--- src/rtl/sipo_deser_pkg.sv ---
// Shared definitions for the serial-in parallel-out receiver.
// Optional feature macro: SIPO_PARITY_EN (adds one even-parity bit per frame).
package sipo_deser_pkg;

    // Bit-order and parity conventions shared with the transmitter end of the link
    localparam int unsigned SR_DEFAULT_WIDTH = 4;
    localparam bit          SR_MSB_FIRST     = 1'b1;
    localparam bit          SR_PARITY_EVEN   = 1'b0;

`ifdef SIPO_PARITY_EN
    localparam int unsigned PARITY_BITS = 1;
`else
    localparam int unsigned PARITY_BITS = 0;
`endif

    // Receiver phase, decoded from the bit counter
    typedef enum logic {
        StIdle,
        StRecv
    } rx_state_e;

    // Number of serial bits that make up one frame
    function automatic int unsigned frame_len(input int unsigned width);
        return width + PARITY_BITS;
    endfunction

endpackage

--- src/rtl/sipo_bitcnt.sv ---
// Mod-FRAME bit counter for the SIPO receiver: advances on en, sync clear, async active-low reset.
module sipo_bitcnt #(
    parameter int unsigned FRAME = 4,
    parameter int unsigned CW    = $clog2(FRAME)
) (
    input  logic          clk,
    input  logic          reset_,
    input  logic          clear,
    input  logic          en,
    output logic [CW-1:0] cnt,
    output logic          last
);

    localparam logic [CW-1:0] CntLast = CW'(FRAME - 1);

    logic [CW-1:0] cnt_q, cnt_d;

    // Next count: clear wins, wrap after the final bit of the frame
    always_comb begin
        cnt_d = cnt_q;
        if (clear) begin
            cnt_d = '0;
        end else if (en) begin
            cnt_d = (cnt_q == CntLast) ? '0 : cnt_q + CW'(1);
        end
    end

    // Counter register
    always_ff @(posedge clk or negedge reset_) begin
        if (!reset_) begin
            cnt_q <= '0;
        end else begin
            cnt_q <= cnt_d;
        end
    end

    assign cnt  = cnt_q;
    assign last = (cnt_q == CntLast);

endmodule

--- src/rtl/sipo_deser.sv ---
// Serial-in parallel-out receiver: assembles WIDTH-bit words from a serial stream and
// delivers them through a one-entry valid/ready holding register.
// Optional feature macro: SIPO_PARITY_EN (frame carries a trailing even-parity bit).
module sipo_deser
    import sipo_deser_pkg::*;
#(
    parameter int unsigned WIDTH = SR_DEFAULT_WIDTH
) (
    input  logic             clk,
    input  logic             reset_,
    input  logic             clear,
    input  logic             sin,
    input  logic             sin_valid,
    output logic [WIDTH-1:0] pout,
    output logic             pout_valid,
    input  logic             pout_ready,
    output logic             busy,
    output logic             overrun,
    output logic             parity_err
);

    localparam int unsigned FRAME = frame_len(WIDTH);
    localparam int unsigned CW    = $clog2(FRAME);

    logic [CW-1:0]    cnt;
    logic             cnt_last;
    logic             complete;
    logic             data_bit;
    logic [WIDTH-1:0] sr_shift;
    logic [WIDTH-1:0] word_new;
    logic             perr_new;
    rx_state_e        state;

    logic [WIDTH-1:0] sr_q, sr_d;
    logic [WIDTH-1:0] pout_q, pout_d;
    logic             pout_valid_q, pout_valid_d;
    logic             overrun_q, overrun_d;

    sipo_bitcnt #(
        .FRAME (FRAME),
        .CW    (CW)
    ) u_bitcnt (
        .clk    (clk),
        .reset_ (reset_),
        .clear  (clear),
        .en     (sin_valid),
        .cnt    (cnt),
        .last   (cnt_last)
    );

    // Phase decode; the counter itself is the frame state
    always_comb begin
        state = (cnt != '0) ? StRecv : StIdle;
        busy  = (state == StRecv);
    end

    // Word assembly: shift path, completed word and its parity result
    always_comb begin
        sr_shift = SR_MSB_FIRST ? {sr_q[WIDTH-2:0], sin} : {sin, sr_q[WIDTH-1:1]};
        complete = sin_valid & cnt_last & ~clear;
`ifdef SIPO_PARITY_EN
        // Parity bit occupies the slot after the data bits and never enters sr
        data_bit = (cnt != CW'(WIDTH));
        word_new = sr_q;
        perr_new = (^{sr_q, sin}) ^ SR_PARITY_EVEN;
`else
        data_bit = 1'b1;
        word_new = sr_shift;
        perr_new = 1'b0;
`endif
    end

    // Shift register next state: clear flushes, idle cycles freeze
    always_comb begin
        sr_d = sr_q;
        if (clear) begin
            sr_d = '0;
        end else if (sin_valid && data_bit) begin
            sr_d = sr_shift;
        end
    end

    // Holding register, valid flag and sticky overrun
    always_comb begin
        pout_d       = pout_q;
        pout_valid_d = pout_valid_q;
        overrun_d    = overrun_q;
        if (clear) begin
            pout_valid_d = 1'b0;
            overrun_d    = 1'b0;
        end else if (complete) begin
            if (!pout_valid_q || pout_ready) begin
                // Back-to-back load keeps valid high across the handshake
                pout_d       = word_new;
                pout_valid_d = 1'b1;
            end else begin
                overrun_d = 1'b1;
            end
        end else if (pout_valid_q && pout_ready) begin
            pout_valid_d = 1'b0;
        end
    end

    // State registers
    always_ff @(posedge clk or negedge reset_) begin
        if (!reset_) begin
            sr_q         <= '0;
            pout_q       <= '0;
            pout_valid_q <= 1'b0;
            overrun_q    <= 1'b0;
        end else begin
            sr_q         <= sr_d;
            pout_q       <= pout_d;
            pout_valid_q <= pout_valid_d;
            overrun_q    <= overrun_d;
        end
    end

`ifdef SIPO_PARITY_EN
    logic perr_q, perr_d;

    // Parity flag travels with the word into the holding register
    always_comb begin
        perr_d = perr_q;
        if (complete && (!pout_valid_q || pout_ready)) begin
            perr_d = perr_new;
        end
    end

    // Parity flag register
    always_ff @(posedge clk or negedge reset_) begin
        if (!reset_) begin
            perr_q <= 1'b0;
        end else begin
            perr_q <= perr_d;
        end
    end

    assign parity_err = perr_q;
`else
    logic unused_perr;
    assign unused_perr = perr_new;
    assign parity_err  = 1'b0;
`endif

    assign pout       = pout_q;
    assign pout_valid = pout_valid_q;
    assign overrun    = overrun_q;

endmodule

--- config.mk ---
export PLATFORM = sky130hd
export DESIGN_NAME = sipo_deser
export DESIGN_NICKNAME = d
export VERILOG_FILES = /design/src/rtl/sipo_deser_pkg.sv /design/src/rtl/sipo_bitcnt.sv /design/src/rtl/sipo_deser.sv
export SDC_FILE = /design/constraint.sdc
export NUM_CORES = 1
export LEC_CHECK = 0
export ABC_CLOCK_PERIOD_IN_PS = 4750
export CAP_MARGIN = 5
export CORE_AREA = 10 10 47 49
export DETAILED_ROUTE_END_ITERATION = 7
export DIE_AREA = 0 0 57 59
export PLACE_DENSITY_LB_ADDON = 0.08
export SLEW_MARGIN = 10
export SYNTH_ARGS = -nofsm -noshare
export SYNTH_HDL_FRONTEND = slang
export SYNTH_HIERARCHICAL = 1
export SYNTH_SLANG_ARGS = --single-unit
--- constraint.sdc ---
create_clock -name clk -period 4.75 [get_ports clk]
set_clock_uncertainty 0.2 [all_clocks]
set_input_delay 0.7125 -clock clk [delete_from_list [all_inputs] [get_ports clk]]
set_output_delay 0.7125 -clock clk [all_outputs]
set_load 0.03 [all_outputs]
# Word-level counts from Yosys, hierarchy flattened
# Index checks and enable logic that the tools add are counted.
classes:
  addsub: 1
  eq_ne: 3
  mux: 13
  n_bitwise: 3
  n_reduce_logical: 10
op_table:
  columns: ["op", "n"]
  rows:
  - ["2-to-1 mux 1 bit", 8]
  - ["2-to-1 mux 2 bit", 3]
  - ["2-to-1 mux 3 bit", 2]
  - ["nonzero test 2 bit", 3]
  - ["AND reduction 2 bit", 2]
  - ["!= test 3 x 2 -> 1 bit (second input constant)", 1]
  - ["AND reduction 3 bit", 1]
  - ["nonzero test 3 bit", 1]
  - ["adder 2 x 1 -> 2 bit (second input constant)", 1]
  - ["bitwise AND 1 bit", 2]
  - ["== test 2 bit (second input constant)", 1]
  - ["!= test 2 bit (second input constant)", 1]
  - ["logical AND 1 bit", 1]
  - ["zero test 1 bit", 1]
  - ["logical OR 1 bit", 1]
  - ["NOT 1 bit", 1]
totals:
  reg_bits: 11
  input_bits: 6
  output_inout_bits: 8
  elab_cells: 35

# Longest topological paths before layout
# Gate-level depths: netlist of run 1.
depth:
  word_depth: 5
  mapped_depth: 4
  ltp_nobuf: 4

# Hierarchy
# Netlist of run 1, hierarchy kept.
by_module_without_submodules:
  columns: ["module", "instances", "cells_per_inst", "area_each_um2", "seq_area_each_um2"]
  rows:
  - ["sipo_deser", 1, 30, 400.4, 225.2]
  - ["sipo_bitcnt", 1, 8, 100.1, 50.0]

# Least setup slack after synthesis of run 1
# Ideal clock, no wire load.
synth_path:
  kind: "input -> register"
  startpoint: "input sin_valid"
  endpoint: "register pout_q[0], in the netlist pout[0]"
  setup_time_ns: 0.125
  arrival_ns: 1.378
  t_required_ns: 4.425
  path_slack_ns: 3.047
  path_stages: 4
  n_path_buf: 1
  path_cell_list: "buf_6 -> nand2_4 -> nor3_4 -> mux2_2"
synth_between:
  elab_chain_len: 3
synth_lines:
  columns: ["element", "line_no", "source"]
  rows:
  - ["from (decl)", "sipo_deser.sv:13", "input logic sin_valid,"]
  - ["bitwise AND 1 bit (2 in series)", "sipo_deser.sv:60", "complete = sin_valid & cnt_last & ~clear;"]
  - ["AND reduction 3 bit (no line)", null, null]
  - ["to (signal assigned)", "sipo_deser.sv:113", "pout_q <= pout_d;"]
  - ["to (decl)", "sipo_deser.sv:35", "logic [WIDTH-1:0] pout_q, pout_d;"]
# Every way passes these cells.
# A chain may end at the register's enable or synchronous reset.

# Worst setup path in the final report of run 1
layout_path:
  startpoint: "register u_bitcnt.cnt_q[1], in the netlist u_bitcnt/cnt[1]"
  endpoint: "output busy"
layout_between:
  elab_chain_len: 2
layout_lines:
  columns: ["element", "line_no", "source"]
  rows:
  - ["from (decl)", "sipo_bitcnt.sv:16", "logic [CW-1:0] cnt_q, cnt_d;"]
  - ["from (signal assigned)", "sipo_bitcnt.sv:33", "cnt_q <= cnt_d;"]
  - ["nonzero test 2 bit", "sipo_deser.sv:53", "state = (cnt != '0) ? StRecv : StIdle;"]
  - ["2-to-1 mux 1 bit", "sipo_deser.sv:53", null]
  - ["to (decl)", "sipo_deser.sv:17", "output logic busy,"]
# Every way passes these cells.

==> results of run 1 <==
==> final cells by class <==
type                            count  area [um2]
Clock buffer                        4        26.3
Sequential cell                    11         275
Tap cell                           16        20.0
Multi-Input combinational cell     25         206
Timing Repair Buffer               12         120
Fill cell                         130         753
==> routing by layer <==
metal	part of all wire, %	vias to the layer above	wire (um)	GRT usage (%)
met5	0	-	0	0
met4	0	0	0	4.03
met3	9.2	0	88	3.00
met2	50	13	479	9.92
met1	41	158	390	6.85
li1	-	152	-	-
==> worst register-to-register path: cells and delay by family, from the launching register on <==
kind | cells | cell delay [ns]
simple gates | 2 | 0.28
flops | 1 | 0.39
mux | 1 | 0.36
fa+ha+maj | 1 | 0.27
==> final timing paths <==
path,start,end,slack (ns),cells after the start
hold reg to reg,pout[1],pout[1],0.31,1
hold / removal,pout[1],pout[1],0.31,1
setup reg to reg,u_bitcnt/cnt[0],pout[3],3.13,4
setup / recovery,u_bitcnt/cnt[1],busy,2.29,2
max in group asynchronous,reset_,sr_q[2],3.45,1
min in group asynchronous,reset_,pout_valid,0.57,1
==> cells in the mapped netlist <==
master	count
nor3_4	1
mux2i_1	4
conb_1	1
buf_4	1
nor2_1	6
dfrtp_1	11
nand2b_1	1
a21oi_1	1
a21oi_2	1
nor2b_4	1
nand2_4	1
or3b_1	1
or2_2	1
ha_1	1
buf_6	1
mux2_2	4
a31oi_1	1
==> kinds of logic (layout without fill, tap and decap cells) <==
| kind of cell | Yosys count | in the layout |
|---|---|---|
| multiplexers | 8 | 8 |
| other | 1 | 1 |
| AO/OA/AOI/OAI | 3 | 3 |
| AND/OR/NAND/NOR | 12 | 12 |
| flip-flops | 11 | 11 |
| adder cells (fa/ha/maj) | 1 | 1 |
| buffers and inverters | 2 | 16 |
==> flip-flops by register name (all words and copies together), names as in the netlist <==
name,flops
pout,4
sr_q,3
u_bitcnt/cnt,2
overrun,1
pout_valid,1
==> per-stage QoR <==
stage	total power, mW	cell area, um2	hold slack, ns	util [%]
floorplan	0.121	500	0.217	-
detailed placement	0.136	622	0.295	44.4
CTS	0.200	648	0.312	46.3
global placement	0.135	622	0.288	44.4
global route	0.209	648	0.341	46.3
finish	0.196	648	0.310	46.3
==> power by group <==
group	internal (mW)	switching, mW
clock	0.0324	0.0301
combinational	0.0148	0.0176
sequential	0.0979	0.00286
==> impl_metrics.tcl, run 1 <==
set metrics [dict create \
    outcome "finished, final reports clean" \
    cp.arrival_ns 1.54 \
    routed_wl_um 957 \
    initial_core_util_pct 35.7 \
    crit_family "buffers and inverters" \
    cts_setup_buffers 0 \
    finalHoldViolations 0 \
    grt_pass1_vias 356 \
    die_area_um2 3360 \
    gp_congestion 0.749 \
    p_leak_nw 0.304 \
    cts.reportedPaths.clkPinSlew_ns 0.07 \
    grt-ovfl-total 0 \
    cp_slowest_cell "clkdlybuf4s50_1" \
    yosysTopAreaCell "dfrtp_1" \
    holdBufCountCts 0 \
    yosys.area_share.simple_pct 17.0 \
    cts_resized 0 \
    powerDensity_nw_per_um2 302 \
    synth_area_leaders "dfrtp_1, mux2_2, mux2i_1" \
    grt_usage_pct 6.38 \
    crit_type "reg -> out" \
    wl_per_cell_um 14.1 \
    cts_tree "done" \
    routed_via_density 4.75 \
    syn_area_um2 500 \
    clockBufferDepth 2 \
    tns_ns 0 \
    max-vdd-ir-drop_v 0.000140 \
    ys_seq_area_share_pct 55.0 \
    port_buffers 12 \
    endpoint_kind "output port" \
    report.final.slew_viol_count 0 \
    cap_violations 0 \
    clock_latency_ns 0.26 \
    row_count 14 \
    synthMuxAreaShare_pct 17.0 \
    route.detailed.drc 0 \
    required_ns 3.84 \
    die_w_um 57 \
    first_iter_violations 8 \
    period_share_pct 51.7 \
    min_period_ns 2.46 \
    synth_nets 45 \
    num_vias 323 \
    stdcell_count 68 \
    ant_nets 0 \
    dp_slack_ns 2.31 \
    avgSynthCellArea_um2 13.2 \
    synth_xor_area_share_pct 0 \
    startpoint_type "flip-flop" \
    cts_buffers 3 \
    htreeDepth 1 \
    dp.cells 64 \
    synth_cells 38 \
    setup_slack_ns 2.29 \
    final_common_cell "clkdlybuf4s50_1" \
    n_antenna_cell 0 \
    rsz0062_at_grt "false" \
    clock_sinks 11 \
    crit_chain "or2_2 -> clkdlybuf4s50_1" \
    layout_common_cells "clkdlybuf4s50_1, dfrtp_1, nor2_1" \
    slowest_delay_ns 0.59 \
    antenna_found_initial 0 \
    grt_max_degree 12 \
    fin_nets 60 \
    min_path_type "reg -> reg" \
    finalSetupViolCount 0 \
    clock.fmax_ghz 0.407 \
    core-area_um2 1400 \
    dr.pass1.iters 4 \
    crit_buf_inv 1 \
    synth.top_cell.area_share_pct 55.0 \
    synth_cell_types 17 \
    synth_top_family_by_area "multiplexers" \
    ios 14 \
    root_buffer "clkbuf_4" \
    synth_adder_area_share_pct 2.50 \
    layout-drive-gt1-share_pct 23.1 \
    ys_seq_elements 11 \
    synth_warnings 6 \
    synth_compound_area_share_pct 4.00 \
    cp_max_fo 3 \
    die_h_um 59 \
    syn2layout_area_growth_pct 29.5 \
    grt_pass1_wl_mm 1.68 \
]
(Power assumes the default switching activity.)
==> run 2: changes to the inputs <==
ABC_CLOCK_PERIOD_IN_PS = 2300   (was 4750)
clock period = 2.3 ns   (was 4.75 ns; I/O delays follow)
==> run 2 against run 1 <==
  * Critical path depth is the same
  * Wire length grew 8.5%
  * Largest power group unchanged
  * Critical path type unchanged
  * Final cell count grew 2.9%
  * Combinational power grew 110%
==> impl_metrics.tcl, run 2 (synthesis results as in run 1) <==
set metrics [dict create \
    route.detailed.drc 0 \
    clock.fmax_ghz 0.477 \
    cp_max_fo 3 \
    p_total_mw 0.408 \
    max-vdd-ir-drop_v 0.000298 \
    ant_nets 0 \
    crit_buf_inv 1 \
    final_area_um2 663 \
    die_area_um2 3360 \
    syn2layout_area_growth_pct 32.5 \
    initial_core_util_pct 35.7 \
    cp_slowest_cell "clkdlybuf4s50_1" \
    clockBufferDepth 2 \
    grt_usage_pct 6.60 \
    root_buffer "clkbuf_4" \
    row_count 14 \
    min_period_ns 2.10 \
    worstMarginPinSlew_ns 0.495 \
    holdBufCountCts 0 \
    endpoint_kind "output port" \
    required_ns 1.75 \
    grt_pass1_wl_mm 1.73 \
    n_antenna_cell 0 \
    routed_wl_mm 1.04 \
    min_path_type "in -> async" \
    first_iter_violations 6 \
    layout-drive-gt1-share_pct 25.9 \
    clock_sinks 11 \
    crit_family "buffers and inverters" \
    relSlewSlack_pct 66.9 \
    final_common_cell "clkdlybuf4s50_1" \
    largest_register_ffs 4 \
    routed_via_density 4.69 \
    dpl-instance-area_um2 637 \
    fin_nets 62 \
    num_vias 328 \
    dp_hpwl_um 804 \
    core-area_um2 1400 \
    startpoint_type "flip-flop" \
    clock_latency_ns 0.27 \
    port_buffers 12 \
    grt_max_degree 12 \
    regArea_um2 275 \
    finalHoldViolations 0 \
    report.final.slew_viol_count 0 \
    cts.reportedPaths.clkPinSlew_ns 0.07 \
    wl_per_cell_um 14.8 \
    dr.pass1.iters 4 \
    cap_violations 0 \
    die_h_um 59 \
    period_share_pct 91.1 \
    crit_chain "or2_2 -> clkdlybuf4s50_1" \
    multi_input_area_um2 206 \
    cts_buffers 3 \
    tns_ns 0 \
    dp_slack_ns 0.439 \
    rsz0062_at_grt "false" \
    setup_slack_ns 0.205 \
    cts_tree "done" \
    p_leak_nw 0.313 \
    gp_congestion 0.695 \
    outcome "finished, final reports clean" \
    nFillCells 134 \
    ios 14 \
    grt_pass1_vias 380 \
    antenna_found_initial 0 \
    cts_resized 0 \
    powerDensity_nw_per_um2 615 \
    crit_type "reg -> out" \
    cp.arrival_ns 1.55 \
    grt-ovfl-total 0 \
    slowest_delay_ns 0.59 \
    layout_common_cells "clkdlybuf4s50_1, dfrtp_1, nor2_1" \
    die_w_um 57 \
    htreeDepth 1 \
    cts_setup_buffers 0 \
    finalSetupViolCount 0 \
]
## run 2: cell types whose count changed in the layout (fill, tap and decap cells not counted), sizes merged
cell | before | now
buf | 0 | 2
## run 2: per-stage QoR
step / util [%] / hold slack (ns) / std cells
finish: 47.3 / 0.207 / 70
global route: 47.3 / 0.233 / 70
CTS: 47.3 / 0.228 / 70
detailed placement: 45.4 / 0.292 / 66
global placement: 45.4 / 0.276 / 66
floorplan: - / -0.151 / 38
## run 2: routing by layer
metal,wire [um],track usage [%]
met2,536,11.3
met4,8,4.03
met3,74,3.43
met1,419,6.13
met5,0,0
## run 2: layout make-up
class	instances	area share (%)
Clock buffer	4	3.96
Multi-Input combinational cell	25	31.1
Sequential cell	11	41.5
Tap cell	16	3.02
Timing Repair Buffer	14	20.4
## run 2: where the power goes
part	switching (mW)	leakage, nW	internal, mW
registers	0.00585	0.151	0.202
logic	0.0367	0.148	0.0327
clock network	0.0632	0.0150	0.0672
total	0.106	0.313	0.302
## run 2: worst register-to-register path, cell delays in order, from the launching register on
cell and delay (ns):
dfrtp_1 0.38, ha_1 0.29, nand2_4 0.08, nor3_4 0.19
mux2_2 0.37
## run 2: path summary, 6_finish.rpt
path | start | slack [ns] | cells after the start | end
setup / recovery | u_bitcnt/cnt[1] | 0.20 | 2 | busy
min in group clk | overrun | 0.31 | 2 | overrun
hold / removal | reset_ | 0.21 | 1 | u_bitcnt/cnt[0]
hold reg to reg | overrun | 0.31 | 2 | overrun
setup reg to reg | u_bitcnt/cnt[0] | 0.69 | 4 | pout[2]
max in group asynchronous | reset_ | 1.36 | 1 | sr_q[0]
==> patch, RTL diff (flow settings as in run 2) <==
The option `SIPO_PARITY_EN` is turned on by a define.
--- a/src/rtl/sipo_deser_pkg.sv
+++ b/src/rtl/sipo_deser_pkg.sv
@@ -2,2 +2,4 @@
 // Optional feature macro: SIPO_PARITY_EN (adds one even-parity bit per frame).
+`define SIPO_PARITY_EN
+
 package sipo_deser_pkg;
Function: changed (a bounded check fails within 10 cycles, from zero or initial values and one cycle with reset_ low).
==> patch against run 2 <==
Clock power up 35%. Synthesized cell count up 61%. Setup slack better by 0.19 ns. Area after synthesis up 38%. First-iteration DRC count up 83%. Sequential cell count up 3. Power up 22%. Register-to-register slack worse by 0.30 ns. Core utilization up 16 points. Design area up 34%. Non-clock buffer count up 1. Routed wire length up 32%. Critical endpoint is now pout[3]. Highest routed layer unchanged.
==> patch: results (changes against run 2) <==
.. list-table::
   :header-rows: 1

   * - Metric
     - Value
   * - Number of filler instances in the final layout
     - 114 (-15%)
   * - Total GRT Usage
     - 0.0875 (+0.0215)
   * - Detail-routed net length per standard cell
     - 14.5 microns (-2.5%)
   * - Buffer levels on the longest clock path
     - 2 (unchanged)
   * - Initial antenna violation count
     - 0 (unchanged)
   * - DP Wirelength
     - 1050 microns (+31%)
   * - Gate family responsible for the most delay along the worst path
     - simple AND/OR/NAND/NOR gates
   * - Routed wire length
     - 1370 microns (+32%)
   * - Pin count of the biggest net entering global routing
     - 15 (+3)
   * - Wire length of the first global-routing pass
     - 2330 microns (+35%)
   * - Master cell of the clock root buffer
     - clkbuf_4
   * - Max Used Layer
     - met4
   * - Placed insts
     - 91 (+38%)
   * - Routed length on met2
     - 672 microns (+25%)
   * - Sequential element share of the synthesized area
     - 0.507 (-0.0428)
   * - Result of the run
     - finished, final reports clean
   * - Cell types occupying the most area after synthesis
     - dfrtp_1 51%, mux2_1 6.5%, a21oi_1 5.1%, ha_1 3.6%, nand3_1 3.6%
   * - Number of nets in the synthesized netlist
     - 69 (+53%)
   * - Insertion delay of the later-clocked pin in the worst-skew pair
     - between 0.2 and 0.3 ns
   * - Met3 routed wirelength
     - 94 microns (+27%)
   * - Vias in the first global route
     - 554 (+46%)
   * - DRT iter0 DRCs
     - 11 (+5)
   * - Largest stage delay on the critical path
     - 0.43 ns (-0.16 ns)
   * - Path category of the worst min-delay check
     - in -> async
   * - Least-Margin Pin Slew
     - 0.603 ns (+0.108 ns)
   * - Routability-driven placement congestion ratio
     - 0.755 (+8.6%)
   * - Wire length on met1
     - 594 microns (+42%)
   * - Count of TritonRoute iterations in the first routing pass
     - 4 (unchanged)
   * - Layout cells sized above 1
     - 0.127 (-0.133)
   * - Post-CTS setup buffer count
     - 0 (unchanged)
   * - Detailed-route vias per instance
     - 5.35 (+14%)
   * - Netlist cell types
     - 23 (+6)
   * - Synth warnings
     - 6 (unchanged)
   * - Port bufs
     - 13 (+1)
   * - Final layout net count
     - 88 (+42%)
   * - Maximum vdd drop
     - 0.000263 V (-12%)
   * - Antenna diode count
     - 0 (unchanged)
   * - CTS Buf Count
     - 3 (unchanged)
   * - Leakage dissipation
     - 0.418 nW (+34%)
   * - Total placed instance area
     - 848 sq um (+33%)
   * - Critical path's slowest cell
     - dfrtp_1
   * - Post-synth top flop
     - dfrtp_1
   * - Clock edge transition at the registers on the reported setup and hold paths
     - roughly 0.08 ns
   * - Leading post-synthesis cells by instance count
     - 14 x dfrtp_1, 7 x a21oi_1, 5 x nand3_1, 5 x o21ai_0
   * - Share of synthesized registers carrying an async set or reset
     - 1.00 (unchanged)
   * - H-tree depth reported by CTS
     - 1 (unchanged)
   * - Syn_area_per_cell
     - 11.3 sq um (-14%)
   * - R2r worst-path depth
     - 7 (+3)
   * - Largest fanout on the critical path
     - 6 (+3)
## patch: path summary, 6_finish.rpt
path	slack (ns)	endpoint	from
max in group asynchronous	1.27	sr_q[1]	reset_
min reg2reg	0.29	pout[0]	pout[0]
max reg2reg	0.39	pout[3]	u_bitcnt/cnt[0]
max	0.39	pout[3]	u_bitcnt/cnt[0]
min	0.24	overrun	reset_
min in group clk	0.29	pout[0]	pout[0]
## patch: metrics by stage
stage | util | setup slack [ns]
global route | 0.633 | 0.238
finish | 0.633 | 0.392
detailed placement | 0.605 | 0.319
floorplan | - | 0.578
global placement | 0.605 | 0.380
CTS | 0.631 | 0.0435
## patch: kinds of logic (layout without fill, tap and decap cells)
logic type / count (synthesis) / count (layout) / synth area share
AOI/OAI and AO/OA: 13 / 13 / 0.0960
xor gates and xnor gates: 3 / 3 / 0.0688
adders and majority gates: 2 / 2 / 0.0362
buffers and inverters: 5 / 23 / 0.0326
DFF: 14 / 14 / 0.507
muxes: 6 / 6 / 0.101
and+or+nand+nor: 18 / 18 / 0.158
## patch: what timing repair did
action	CTS	global route
endpoints found under the setup margin	0	1
resized for setup	0	1
hold endpoints to repair	0	0
## patch: layer usage
layer / track usage / vias to the layer above
li1: - / 248
met1: 0.0873 / 244
met2: 0.143 / 14
met3: 0.0386 / 2
met4: 0.0638 / 0
met5: 0 / -
## patch: final cells by class
cell class              instances  area (sq um)  area share
repair buffers                 15           148       0.166
flip-flops and latches         14           350       0.395
well taps                      16          20.0      0.0226
clock buffers                   4          36.3      0.0409
inverters                       4          15.0      0.0169
multi-input cells              42           318       0.358
## patch: where the power goes
part | internal, W | switching, W | leakage (nW)
registers | 0.000252 | 0.00000705 | 0.193
clock network | 0.0000963 | 0.0000792 | 0.0210
logic | 0.0000314 | 0.0000330 | 0.204
total | 0.000380 | 0.000119 | 0.418
